[src/rtl/comma_word_aligner.sv]
// -----------------------------------------------------------------------------
// comma_word_aligner
//
// Finds the 10b symbol boundary in an unaligned deserializer word stream by
// hunting for K28.x commas. The previous word and the current word form a
// window, and each of the ten bit offsets yields one candidate symbol. After
// LOCK_COUNT commas at one offset the alignment is locked. It stays locked
// until LOSS_COUNT consecutive decoder code violations are reported.
//
// Parameters
//   LOCK_COUNT  commas at the same offset needed to declare lock (1..15)
//   LOSS_COUNT  consecutive code_err pulses that drop lock (1..15)
//
// Ports
//   clk         rising-edge clock
//   rst         synchronous, active-high reset
//   din         unaligned 10b word, bit 0 received first
//   din_valid   din is valid this cycle; the block only advances when high
//   code_err    code violation from the downstream 8b/10b decoder
//   dout        aligned symbol {j,h,g,f,i,e,d,c,b,a}, a at bit 0
//   dout_valid  dout holds a new symbol (din_valid delayed one cycle)
//   comma_det   dout is a comma (registered together with dout)
//   align_off   current bit offset, 0..9
//   locked      high while the aligner is in LOCKED
// -----------------------------------------------------------------------------
module comma_word_aligner #(
  parameter int LOCK_COUNT = 3,
  parameter int LOSS_COUNT = 4
) (
  input  logic       clk,
  input  logic       rst,
  input  logic [9:0] din,
  input  logic       din_valid,
  input  logic       code_err,
  output logic [9:0] dout,
  output logic       dout_valid,
  output logic       comma_det,
  output logic [3:0] align_off,
  output logic       locked
);

  typedef enum logic [1:0] {
    ST_HUNT,
    ST_SYNC,
    ST_LOCKED
  } state_e;

  localparam logic [3:0] LOCK_CNT = 4'(LOCK_COUNT);
  localparam logic [3:0] LOSS_CNT = 4'(LOSS_COUNT);

  // A comma is recognised by its first seven bits (a..f,i). Both running
  // disparities are accepted.
  function automatic logic is_comma(input logic [9:0] sym);
    return (sym[6:0] == 7'b1111100) || (sym[6:0] == 7'b0000011);
  endfunction

  state_e     state_q,      state_d;
  logic [3:0] align_off_q,  align_off_d;
  logic [3:0] cnt_q,        cnt_d;
  logic [3:0] errcnt_q,     errcnt_d;
  logic [9:0] prev_word_q,  prev_word_d;
  logic [9:0] dout_q,       dout_d;
  logic       dout_valid_q, dout_valid_d;
  logic       comma_det_q,  comma_det_d;

  // The highest candidate (k = 9) ends at window bit 18, so din[9] never
  // takes part in a candidate in the current cycle.
  logic [18:0] window;
  logic [9:0]  comma_at;
  logic        any_comma;
  logic [3:0]  first_k;
  logic [9:0]  cur_sym;
  logic        cur_is_comma;
  logic [3:0]  cnt_inc;
  logic [3:0]  errcnt_inc;

  // Candidate extraction and the lowest-offset comma search.
  always_comb begin
    // NOTE: every variable written here gets a default first. Without the
    // default, a path that skips the assignment would infer a latch.
    window    = {din[8:0], prev_word_q};
    comma_at  = '0;
    any_comma = 1'b0;
    first_k   = '0;
    cur_sym   = '0;
    for (int k = 0; k < 10; k++) begin
      comma_at[k] = is_comma(window[k +: 10]);
      if (align_off_q == 4'(k)) begin
        cur_sym = window[k +: 10];
      end
    end
    // Scan downwards so the lowest matching offset is the one kept.
    for (int k = 9; k >= 0; k--) begin
      if (comma_at[k]) begin
        any_comma = 1'b1;
        first_k   = 4'(k);
      end
    end
    cur_is_comma = is_comma(cur_sym);
    cnt_inc      = (cnt_q    == 4'hF) ? cnt_q    : cnt_q    + 4'd1;
    errcnt_inc   = (errcnt_q == 4'hF) ? errcnt_q : errcnt_q + 4'd1;
  end

  // Next-state logic. Nothing advances on cycles without din_valid.
  always_comb begin
    state_d      = state_q;
    align_off_d  = align_off_q;
    cnt_d        = cnt_q;
    errcnt_d     = errcnt_q;
    prev_word_d  = prev_word_q;
    dout_d       = dout_q;
    comma_det_d  = comma_det_q;
    dout_valid_d = 1'b0;

    if (din_valid) begin
      prev_word_d  = din;
      // The output symbol uses the offset as it was before this cycle's update.
      dout_d       = cur_sym;
      comma_det_d  = cur_is_comma;
      dout_valid_d = 1'b1;

      unique case (state_q)
        ST_HUNT: begin
          if (any_comma) begin
            align_off_d = first_k;
            cnt_d       = 4'd1;
            state_d     = (LOCK_CNT <= 4'd1) ? ST_LOCKED : ST_SYNC;
          end
        end
        ST_SYNC: begin
          if (cur_is_comma) begin
            cnt_d = cnt_inc;
            if (cnt_inc >= LOCK_CNT) begin
              state_d = ST_LOCKED;
            end
          end else if (any_comma) begin
            // A comma at a different offset restarts the count there.
            align_off_d = first_k;
            cnt_d       = 4'd1;
          end
        end
        ST_LOCKED: begin
          // The offset is frozen here. Only decoder errors can drop lock, and
          // an error counts even when the symbol is also a comma.
          if (code_err) begin
            errcnt_d = errcnt_inc;
            if (errcnt_inc >= LOSS_CNT) begin
              state_d  = ST_HUNT;
              cnt_d    = '0;
              errcnt_d = '0;
            end
          end else begin
            errcnt_d = '0;
          end
        end
        default: state_d = ST_HUNT;
      endcase
    end
  end

  // NOTE: reset is synchronous (sampled only at the clock edge), and all state
  // uses non-blocking assignments so that every flop sees pre-edge values.
  always_ff @(posedge clk) begin
    if (rst) begin
      state_q      <= ST_HUNT;
      align_off_q  <= '0;
      cnt_q        <= '0;
      errcnt_q     <= '0;
      prev_word_q  <= '0;
      dout_q       <= '0;
      dout_valid_q <= 1'b0;
      comma_det_q  <= 1'b0;
    end else begin
      state_q      <= state_d;
      align_off_q  <= align_off_d;
      cnt_q        <= cnt_d;
      errcnt_q     <= errcnt_d;
      prev_word_q  <= prev_word_d;
      dout_q       <= dout_d;
      dout_valid_q <= dout_valid_d;
      comma_det_q  <= comma_det_d;
    end
  end

  assign dout       = dout_q;
  assign dout_valid = dout_valid_q;
  assign comma_det  = comma_det_q;
  assign align_off  = align_off_q;
  assign locked     = (state_q == ST_LOCKED);

endmodule

[config.mk]
export PLATFORM = sky130hd
export DESIGN_NAME = comma_word_aligner
export DESIGN_NICKNAME = d
export VERILOG_FILES = /design/src/rtl/comma_word_aligner.sv
export SDC_FILE = /design/constraint.sdc
export NUM_CORES = 1
export LEC_CHECK = 0
export BUFFER_PORTS_ARGS = -buffer_cell sky130_fd_sc_hd__buf_2
export CAP_MARGIN = 10
export CORE_AREA = 2 2 107 88
export DETAILED_ROUTE_END_ITERATION = 10
export DIE_AREA = 0 0 109 90
export GPL_ROUTABILITY_DRIVEN = 0
export REMOVE_ABC_BUFFERS = 1
export SLEW_MARGIN = 20
export SYNTH_ARGS = -nofsm -noshare
export SYNTH_HDL_FRONTEND = slang
export SYNTH_SLANG_ARGS = --single-unit
[constraint.sdc]
create_clock -name clk -period 3.4 [get_ports clk]
set_input_delay 0.51 -clock clk [delete_from_list [all_inputs] [get_ports clk]]
set_output_delay 0.51 -clock clk [all_outputs]
set_load 0.02 [all_outputs]
==> results.cfg, run 1 <==
[pwr]
pwr-share-seq_pct = 40.9
ir_worst_vdd_mv = 0.163
powerDensity_nw_per_um2 = 344
p_leak_nw = 1.34
internal-power_mw = 0.768
total_power_mw = 1.19
p_comb_share_pct = 31.9
clockPowerShare_pct = 27.2
swShare_pct = 35.2
p_sw_mw = 0.418

[synth]
synth_top_family_by_area = compound AO/OA/AOI/OAI gates
synth_cell_types = 74
muxShareOfSynthArea_pct = 15.1
synthCells = 395
ys_ff_latch = 36
synth_enable_flop_cells = 0
synth-compound-area-share_pct = 26.0
ys_warn_count = 0
ys_async_sr_fraction_pct = 0
synth_area_um2 = 3080
dominantRegCellSynth = dfxtp_1
yosys.area_share.simple_pct = 24.1
yosysSeqAreaShare_pct = 23.4
syn_area_per_cell_um2 = 7.80
synthAdderAreaFrac_pct = 2.44
synth-xor-area-share_pct = 0.569

[drt]
wirelength_um = 9020
drt_iter0_markers = 268
first_pass_iters = 7
via_count = 3052
via_per_inst = 5.74
drtAntennaViolNets = 0
drc_errors = 0
wl_per_cell_um = 17.0

[sta]
fin_crit_sh_pct = 90.6
fin_skew_ps = 5.06
max_freq_ghz = 0.325
rsz0062_at_grt = false
maxSlewHeadroom_pct = 51.4
setup_viol = 0
finalHoldViolCount = 0
worst_slew_pin_slew_ps = 728
slew_viol_final = 0
period_needed_ps = 3080

[critical_path]
crit_path_start_kind = flop
reg2reg_depth = 8
cp-end-kind = flop
worstReg2RegStart = align_off[2]$_SDFFE_PP0P_
r2r_end = align_off[3]$_SDFFE_PP0P_
rrSetupSlack_ps = 320
cp_data_required_time_ps = 3590
crit_path_max_fanout = 24
critPathArrivalTime_ps = 3270
path_class = reg2reg

[global_route]
gr-total-overflow = 0
antenna_found_initial = 0
grt_max_degree = 42
grtUsageTotal_pct = 19.3
grt_pass1_wl_um = 15000
grt_pass1_vias = 2863

[worst_hold_path]
worstHoldStart = din[8]
hold_end = prev_word_q[8]$_SDFFE_PP0P_
hold_class = in2reg
holdPathStages = 3

[clock_tree]
cts_resized = 0
cts_buffers = 5
cts_sinks = 36
tritoncts = built
cts-hold-fix-buffers = 0
clk_path_buf_depth = 2
cts_root_buffer = clkbuf_8
clk_pin_slew_ps = 70
cts_setup_buffers = 0
htreeDepth = 2
insertion_delay_ps = 300

[cells_and_area]
utilization_pct = 39.1
antennaDiodeCount = 0
fill_cells = 917
nNetsFinal = 436
drive_above_1_share_pct = 18.0
area_growth_pct = 11.9

[placed_design]
hpwl_um = 6720
portBuffers = 30

[floorplan]
rows = 31
dieArea_um2 = 9810
core_um2 = 8800
die_h_um = 90
die_w_um = 109
pin_count = 31
start_util_pct = 35.0

[outcome]
outcome = finished clean

[flow_run]
drv_cap = 0
==> synthesized netlist by cell type, types with 3 or more instances <==
master    count  area share, %
nand3_1      13            2.1
buf_1         4           0.49
a21oi_1      14            2.3
mux2_2        4            1.5
nand4_1       5            1.0
a211oi_1      7            1.7
a221oi_1      6            1.7
nand3b_1      4           0.98
o22ai_1       7            1.4
inv_1        17            2.1
nor4_1        3           0.61
or4_1         3           0.73
nor2b_1       8            1.6
mux2i_1      33             11
o221ai_1      4            1.1
and2_1        5            1.0
o21ai_0      14            2.3
ha_1          6            2.4
o211ai_1      4           0.98
dfxtp_1      36             23
nand2_1      29            3.5
buf_6         4            1.5
nand2b_1      4           0.81
a31oi_1       3           0.61
a21o_1        3           0.73
clkbuf_1     18            2.2
a311oi_1      5            1.4
nor2_1       47            5.7
a22oi_1       7            1.7
a22o_1        4            1.1
o21ai_1       4           0.65
nor3_1        8            1.3
buf_2         8            1.3
==> power groups by stage <==
stage | clock [mW] | sequential (mW) | combinational, mW
floorplan | 0 | 0.516 | 0.214
finish | 0.323 | 0.485 | 0.378
global route | 0.347 | 0.491 | 0.416
CTS | 0.327 | 0.484 | 0.374
global placement | 0 | 0.494 | 0.370
detailed placement | 0 | 0.494 | 0.372
==> worst max-delay path by stage <==
stage                         startpoint                         to  cells past startpoint
6_report       align_off[2]$_SDFFE_PP0P_  align_off[3]$_SDFFE_PP0P_                      8
5_1_grt        align_off[2]$_SDFFE_PP0P_  align_off[3]$_SDFFE_PP0P_                      8
4_1_cts        align_off[2]$_SDFFE_PP0P_  align_off[3]$_SDFFE_PP0P_                      8
3_5_place_dp   align_off[1]$_SDFFE_PP0P_  align_off[3]$_SDFFE_PP0P_                      9
3_3_place_gp   align_off[2]$_SDFFE_PP0P_  align_off[3]$_SDFFE_PP0P_                      8
2_1_floorplan  align_off[0]$_SDFFE_PP0P_  align_off[3]$_SDFFE_PP0P_                      8
==> stage by stage <==
step	TNS [ps]	std cells	hold slack (ps)	worst slack (ps)	instance area, um^2
after global routing	0	532	500	79.1	3450
final	0	532	468	320	3450
after global placement	0	524	461	445	3360
after detailed placement	0	524	475	391	3360
after CTS	0	532	474	373	3450
after floorplan	-346	358	445	-135	2890
==> cells in the final DEF (no fill, tap or decap), types with 3 or more instances in the layout <==
| cell type | Yosys | routed |
|---|---|---|
| a211oi_1 | 7 | 7 |
| a21o_1 | 3 | 3 |
| a21oi_1 | 14 | 14 |
| a221oi_1 | 6 | 6 |
| a22o_1 | 4 | 4 |
| a22oi_1 | 7 | 7 |
| a311oi_1 | 5 | 5 |
| a31oi_1 | 3 | 3 |
| and2_1 | 5 | 5 |
| buf_2 | 8 | 30 |
| buf_4 | 2 | 20 |
| clkbuf_8 | 0 | 6 |
| dfxtp_1 | 36 | 36 |
| ha_1 | 6 | 6 |
| inv_1 | 17 | 17 |
| mux2_2 | 4 | 4 |
| mux2i_1 | 33 | 33 |
| nand2_1 | 29 | 29 |
| nand2b_1 | 4 | 4 |
| nand3_1 | 13 | 13 |
| nand3b_1 | 4 | 4 |
| nand4_1 | 5 | 5 |
| nor2_1 | 47 | 47 |
| nor2b_1 | 8 | 8 |
| nor3_1 | 8 | 8 |
| nor4_1 | 3 | 3 |
| o211ai_1 | 4 | 4 |
| o21ai_0 | 14 | 14 |
| o21ai_1 | 4 | 4 |
| o221ai_1 | 4 | 4 |
| o22ai_1 | 7 | 7 |
| or4_1 | 3 | 3 |
==> flip-flops by register name, summed over array words and instances (netlist names) <==
register and flops:
align_off 4, dout_valid 1, dout 10, prev_word_q 10, comma_det 1, cnt_q 4
state_q 2, errcnt_q 4
==> cell type report <==
cell class | instances | area [um^2] | share of cell area, %
inverters | 19 | 71.3 | 2.07
clock buffers | 8 | 90.1 | 2.61
flip-flops and latches | 36 | 721 | 20.9
well taps | 115 | 144 | 4.18
repair buffers | 51 | 320 | 9.30
multi-input cells | 303 | 2100 | 60.9
==> critical path, cell delays in order, from the launching register on <==
cell     delay [ps]
dfxtp_1         790
or3b_1          350
o32ai_1         160
a21oi_1         160
a21oi_1         130
or4_1           530
o21a_1          350
o21a_1          270
o221a_1         230
==> kinds of logic after synthesis <==
group,after synthesis
simple gates,146
mux,42
fa+ha+maj,6
flops,36
xor+xnor,2
buf+inv,56
compound gates,107
==> metal layers <==
| layer | track usage, % | share of wire [%] | vias to the layer above |
|---|---|---|---|
| met5 | 0 | 0 | - |
| met4 | 3.63 | 0.86 | 0 |
| met3 | 5.08 | 9.2 | 8 |
| met2 | 26.2 | 40 | 149 |
| met1 | 30.0 | 50 | 1392 |
| li1 | - | - | 1503 |
No activity file was read; power rests on OpenSTA's default activity.
==> run 2, diff against run 1 <==
--- a/config.mk
+++ b/config.mk
@@ -11,6 +11,7 @@
 export DETAILED_ROUTE_END_ITERATION = 10
 export DIE_AREA = 0 0 109 90
 export GPL_ROUTABILITY_DRIVEN = 0
+export MAX_ROUTING_LAYER = met4
 export REMOVE_ABC_BUFFERS = 1
 export SLEW_MARGIN = 20
 export SYNTH_ARGS = -nofsm -noshare
==> constraint.sdc (replaced) <==
create_clock -name clk -period 3.1 [get_ports clk]
set_input_delay 0.465 -clock clk [delete_from_list [all_inputs] [get_ports clk]]
set_output_delay 0.465 -clock clk [all_outputs]
set_load 0.02 [all_outputs]
==> run 2 against run 1 <==
Effect of this change: via count grew 2.7%; cell area grew 1.9%; sequential power rose by 9.3%; first-iteration DRC count grew 19%; clock skew increased by 4.2 ps; sequential share of layout area fell by 0.39 points; maximum frequency rose by 6.3%; global-route usage fell by 0.16 points; critical endpoint unchanged.
==> results.cfg, run 2 (synthesis gave the netlist of run 1 again) <==
[critical_path]
path_buf_inv = 2
critPathArrivalTime_ps = 3080
crit_family = compound AO/OA/AOI/OAI gates
reg2reg_depth = 10
max_stage_delay_ps = 430
crit_slowest_cell = dfxtp_1
worstPathCellList = buf_12 > and3b_1 > buf_4 > a22o_1 > o21ai_0 > nand3_1 > or4_1 > o21a_2 > o21a_1 > o221a_1
cp_data_required_time_ps = 3290
cp-end-kind = flop
rrSetupSlack_ps = 200
crit_path_start_kind = flop
path_class = reg2reg
crit_path_max_fanout = 30
r2r_end = align_off[3]$_SDFFE_PP0P_
worstReg2RegStart = align_off[1]$_SDFFE_PP0P_

[drt]
via_count = 3133
wirelength_um = 8880
drt_iter0_markers = 320
wl_per_cell_um = 16.5
drtAntennaViolNets = 0
via_per_inst = 5.81
first_pass_iters = 5
drc_errors = 0

[sta]
setup_viol = 0
rsz0062_at_grt = false
max_freq_ghz = 0.345
setup_ws_ps = 203
worst_slew_pin_slew_ps = 654
period_needed_ps = 2900
fin_crit_sh_pct = 93.5
finalHoldViolCount = 0
slew_viol_final = 0
fin_skew_ps = 9.29
maxSlewHeadroom_pct = 56.4

[outcome]
outcome = finished clean

[floorplan]
rows = 31
die_h_um = 90
die_w_um = 109
pin_count = 31
core_um2 = 8800
start_util_pct = 35.0
dieArea_um2 = 9810

[clock_tree]
clk_path_buf_depth = 2
cts_buffers = 5
cts_sinks = 36
clk_pin_slew_ps = 80
insertion_delay_ps = 290
tritoncts = built
cts_root_buffer = clkbuf_8
htreeDepth = 2

[worst_hold_path]
hold_class = in2reg
holdPathStages = 3
hold_end = prev_word_q[9]$_SDFFE_PP0P_
worstHoldStart = din[9]

[pwr]
ir_worst_vdd_mv = 0.200
p_leak_nw = 1.37
total_power_mw = 1.32
powerDensity_nw_per_um2 = 375

[global_route]
grt_pass1_wl_um = 14600
grt_pass1_vias = 2812
grtUsageTotal_pct = 19.1
grt_max_degree = 42
antenna_found_initial = 0
gr-total-overflow = 0

[cells_and_area]
layout_common_cells = 47 x nor2_1, 36 x dfxtp_1, 33 x mux2i_1, 30 x buf_2, 29 x nand2_1
antennaDiodeCount = 0
utilization_pct = 39.9
area_growth_pct = 14.1
final_common_cell = nor2_1
nNetsFinal = 443
drive_above_1_share_pct = 19.6

[flow_run]
drv_cap = 0

[placed_design]
hpwl_um = 6570
portBuffers = 30
dpl_worst_slack_ps = 149
[run 2: cell count changes in the layout (fill, tap and decap cells not counted)]
cell / change
buf_4: +6
buf_12: +1
o21a_1: -1
o21a_2: +1
[run 2: repair_timing]
action | CTS | global route
gates resized for setup | 0 | 1
buffers inserted | 0 | 0
setup endpoints to repair | 0 | 5
hold buffers | 0 | 0
[run 2: worst max path at each step]
| stage | depth (start not counted) | from | endpoint |
|---|---|---|---|
| 4_1_cts | 10 | align_off[1]$_SDFFE_PP0P_ | align_off[3]$_SDFFE_PP0P_ |
| 2_1_floorplan | 8 | align_off[0]$_SDFFE_PP0P_ | align_off[3]$_SDFFE_PP0P_ |
| 3_5_place_dp | 10 | align_off[1]$_SDFFE_PP0P_ | align_off[3]$_SDFFE_PP0P_ |
| 6_report | 10 | align_off[1]$_SDFFE_PP0P_ | align_off[3]$_SDFFE_PP0P_ |
| 3_3_place_gp | 10 | align_off[1]$_SDFFE_PP0P_ | align_off[3]$_SDFFE_PP0P_ |
| 5_1_grt | 10 | align_off[1]$_SDFFE_PP0P_ | align_off[3]$_SDFFE_PP0P_ |
[run 2: final cells by class]
cell class	count	area, um^2
Multi-Input combinational cell	303	2100
Fill cell	880	5290
Clock buffer	8	90.1
Inverter	19	71.3
Tap cell	115	144
Sequential cell	36	721
Timing Repair Buffer	58	385
[run 2: metrics by stage]
stage	area, um^2	cells	hold WS [ps]	TNS [ps]
finish	3510	539	414	0
global route	3510	539	435	0
floorplan	2890	358	445	-3400
CTS	3510	539	412	0
detailed placement	3420	531	468	0
global placement	3420	531	466	0
[run 2: power by group]
group	switching, mW	internal [mW]
sequential	0.0387	0.491
clock	0.172	0.182
combinational	0.249	0.185
total	0.459	0.858
[run 2: routing by layer]
metal  global-route usage [%]  part of all wire (%)
met5                        -                     0
met4                     3.53                   1.2
met3                     3.63                   9.7
met2                     25.8                    40
met1                     29.2                    49
[run 2: tightest hold or removal path: stages]
cell     delay (ps)
buf_2            80
mux2i_1          60
nor2_1           70
==> run 3, diff against run 2 <==
--- a/config.mk
+++ b/config.mk
@@ -7,11 +7,13 @@
 export LEC_CHECK = 0
 export BUFFER_PORTS_ARGS = -buffer_cell sky130_fd_sc_hd__buf_2
 export CAP_MARGIN = 10
-export CORE_AREA = 2 2 107 88
+export CORE_AREA = 2 2 93 77
 export DETAILED_ROUTE_END_ITERATION = 10
-export DIE_AREA = 0 0 109 90
+export DIE_AREA = 0 0 95 79
 export GPL_ROUTABILITY_DRIVEN = 0
 export MAX_ROUTING_LAYER = met4
+export PLACE_DENSITY = 0.66
+export RECOVER_POWER = 50
 export REMOVE_ABC_BUFFERS = 1
 export SLEW_MARGIN = 20
 export SYNTH_ARGS = -nofsm -noshare
==> run 3 against run 2 <==
Effect of this change: the flow now finishes with violations (max-capacitance violations, max-slew violations); cell area decreased by 0.78%; die area fell by 23%; register-to-register slack lost 60 ps; clock power fell by 3%; critical path depth decreased by 1; critical path type unchanged; critical endpoint is now align_off[1]$_SDFFE_PP0P_; largest cell class unchanged.
==> results.cfg, run 3 (synthesis gave the netlist of run 1 again) <==
[cells_and_area]
fill_cells = 654
drive_above_1_share_pct = 17.9
nNetsFinal = 448
area_growth_pct = 13.2
stdcell_count = 516
register_area_um2 = 722
layout_common_cells = 47 x nor2_1, 35 x dfxtp_1, 33 x mux2i_1, 31 x buf_4, 29 x nand2_1
multi_input_area_um2 = 2100
final_common_cell = nor2_1
design_area_um2 = 3480
antennaDiodeCount = 0

[sta]
slew_viol_final = 36
setup_tns_ps = 0
maxSlewHeadroom_pct = -25.2
setup_viol = 0
finalHoldViolCount = 0
fin_crit_sh_pct = 95.4
worst_slew_pin_slew_ps = 1880
fin_skew_ps = 6.18
period_needed_ps = 2960
max_freq_ghz = 0.338
rsz0062_at_grt = false

[critical_path]
path_buf_inv = 1
startpoint = align_off[3]$_SDFFE_PP0P_
endpoint = align_off[1]$_SDFFE_PP0P_
worstPathCellList = or3b_1 > o311ai_1 > a2bb2oi_2 > nand3_1 > or4_1 > o21a_1 > buf_4 > o21ai_2 > mux2i_1
critPathArrivalTime_ps = 3170
worstReg2RegStart = align_off[3]$_SDFFE_PP0P_
path_class = reg2reg
max_stage_delay_ps = 520
crit_path_start_kind = flop
reg2reg_depth = 9
rrSetupSlack_ps = 140
cp.depth = 9
cp-end-kind = flop
r2r_end = align_off[1]$_SDFFE_PP0P_
crit_family = simple AND/OR/NAND/NOR gates
crit_path_max_fanout = 8
crit_slowest_cell = or3b_1
cp_data_required_time_ps = 3310

[placed_design]
dpl_cell_area_um2 = 3410
portBuffers = 30
placed_cells = 508
hpwl_um = 6960

[clock_tree]
cts_sinks = 36
htreeDepth = 2
cts_root_buffer = clkbuf_8
cts_setup_buffers = 0
cts_buffers = 5
clk_path_buf_depth = 2
cts_resized = 0
tritoncts = built
insertion_delay_ps = 300
clk_pin_slew_ps = 80
cts-hold-fix-buffers = 0

[drt]
drtAntennaViolNets = 0
wl_per_cell_um = 17.9
first_pass_iters = 5
drc_errors = 0
drt_iter0_markers = 359
via_per_inst = 6.20
via_count = 3199
wirelength_um = 9250

[floorplan]
die_w_um = 95
rows = 27
dieArea_um2 = 7510
core_um2 = 6660
start_util_pct = 46.3
die_h_um = 79
pin_count = 31

[outcome]
violations = max-capacitance violations, max-slew violations
outcome = finished with violations

[global_route]
grt_max_degree = 41
grt_pass1_vias = 2974
antenna_found_initial = 0
grt_pass1_wl_um = 14900
grtUsageTotal_pct = 25.9
gr-total-overflow = 0

[pwr]
powerDensity_nw_per_um2 = 377
total_power_mw = 1.31
p_leak_nw = 1.35
ir_worst_vdd_mv = 0.309

[worst_hold_path]
hold_class = in2reg

[flow_run]
drv_cap = 1
run 3: per-layer routing:
metal | global-route usage (%) | share of wire [%] | vias up | wire length [um]
li1 | - | - | 1533 | -
met3 | 5.41 | 7.6 | 15 | 707
met1 | 36.6 | 48 | 1501 | 4450
met2 | 37.0 | 43 | 150 | 3960
met5 | - | 0 | - | 0
met4 | 7.83 | 1.4 | 0 | 132
run 3: metrics by stage:
step / setup slack [ps] / utilization, % / hold slack [ps]
6_report: 144 / 52.4 / 416
5_1_grt: 1.89 / 52.4 / 446
4_1_cts: 51.3 / 52.6 / 419
3_5_place_dp: 56.2 / 51.3 / 476
3_3_place_gp: 272 / 51.3 / 467
2_1_floorplan: -435 / - / 445
run 3: worst register-to-register path: cells and delay by family, from the launching register on:
kind                   cells  cell delay, ps
flip-flops                 1             490
AO/OA/AOI/OAI              4             870
buffers and inverters      1             200
multiplexers               1             220
AND/OR/NAND/NOR            3            1110
run 3: cell type report:
cell class,count,area share [%]
Inverter,19,2.05
Timing Repair Buffer,63,11.2
Multi-Input combinational cell,303,60.4
Clock inverter,3,0.539
Tap cell,87,3.12
Clock buffer,5,1.97
Sequential cell,36,20.7
run 3: worst min path at each step:
| stage | endpoint | cells past startpoint | start | slack, ps |
|---|---|---|---|---|
| final | prev_word_q[9]$_SDFFE_PP0P_ | 3 | din[9] | 420 |
| after global routing | prev_word_q[9]$_SDFFE_PP0P_ | 3 | din[9] | 450 |
| after CTS | prev_word_q[9]$_SDFFE_PP0P_ | 3 | din[9] | 420 |
| after detailed placement | errcnt_q[2]$_SDFFE_PP0P_ | 1 | errcnt_q[2]$_SDFFE_PP0P_ | 480 |
| after global placement | errcnt_q[2]$_SDFFE_PP0P_ | 1 | errcnt_q[2]$_SDFFE_PP0P_ | 470 |
| after floorplan | errcnt_q[2]$_SDFFE_PP0P_ | 1 | errcnt_q[2]$_SDFFE_PP0P_ | 440 |
run 3: report_power, final:
group          switching (mW)  internal (mW)
Clock                   0.186          0.157
Sequential             0.0362          0.491
Combinational           0.260          0.182
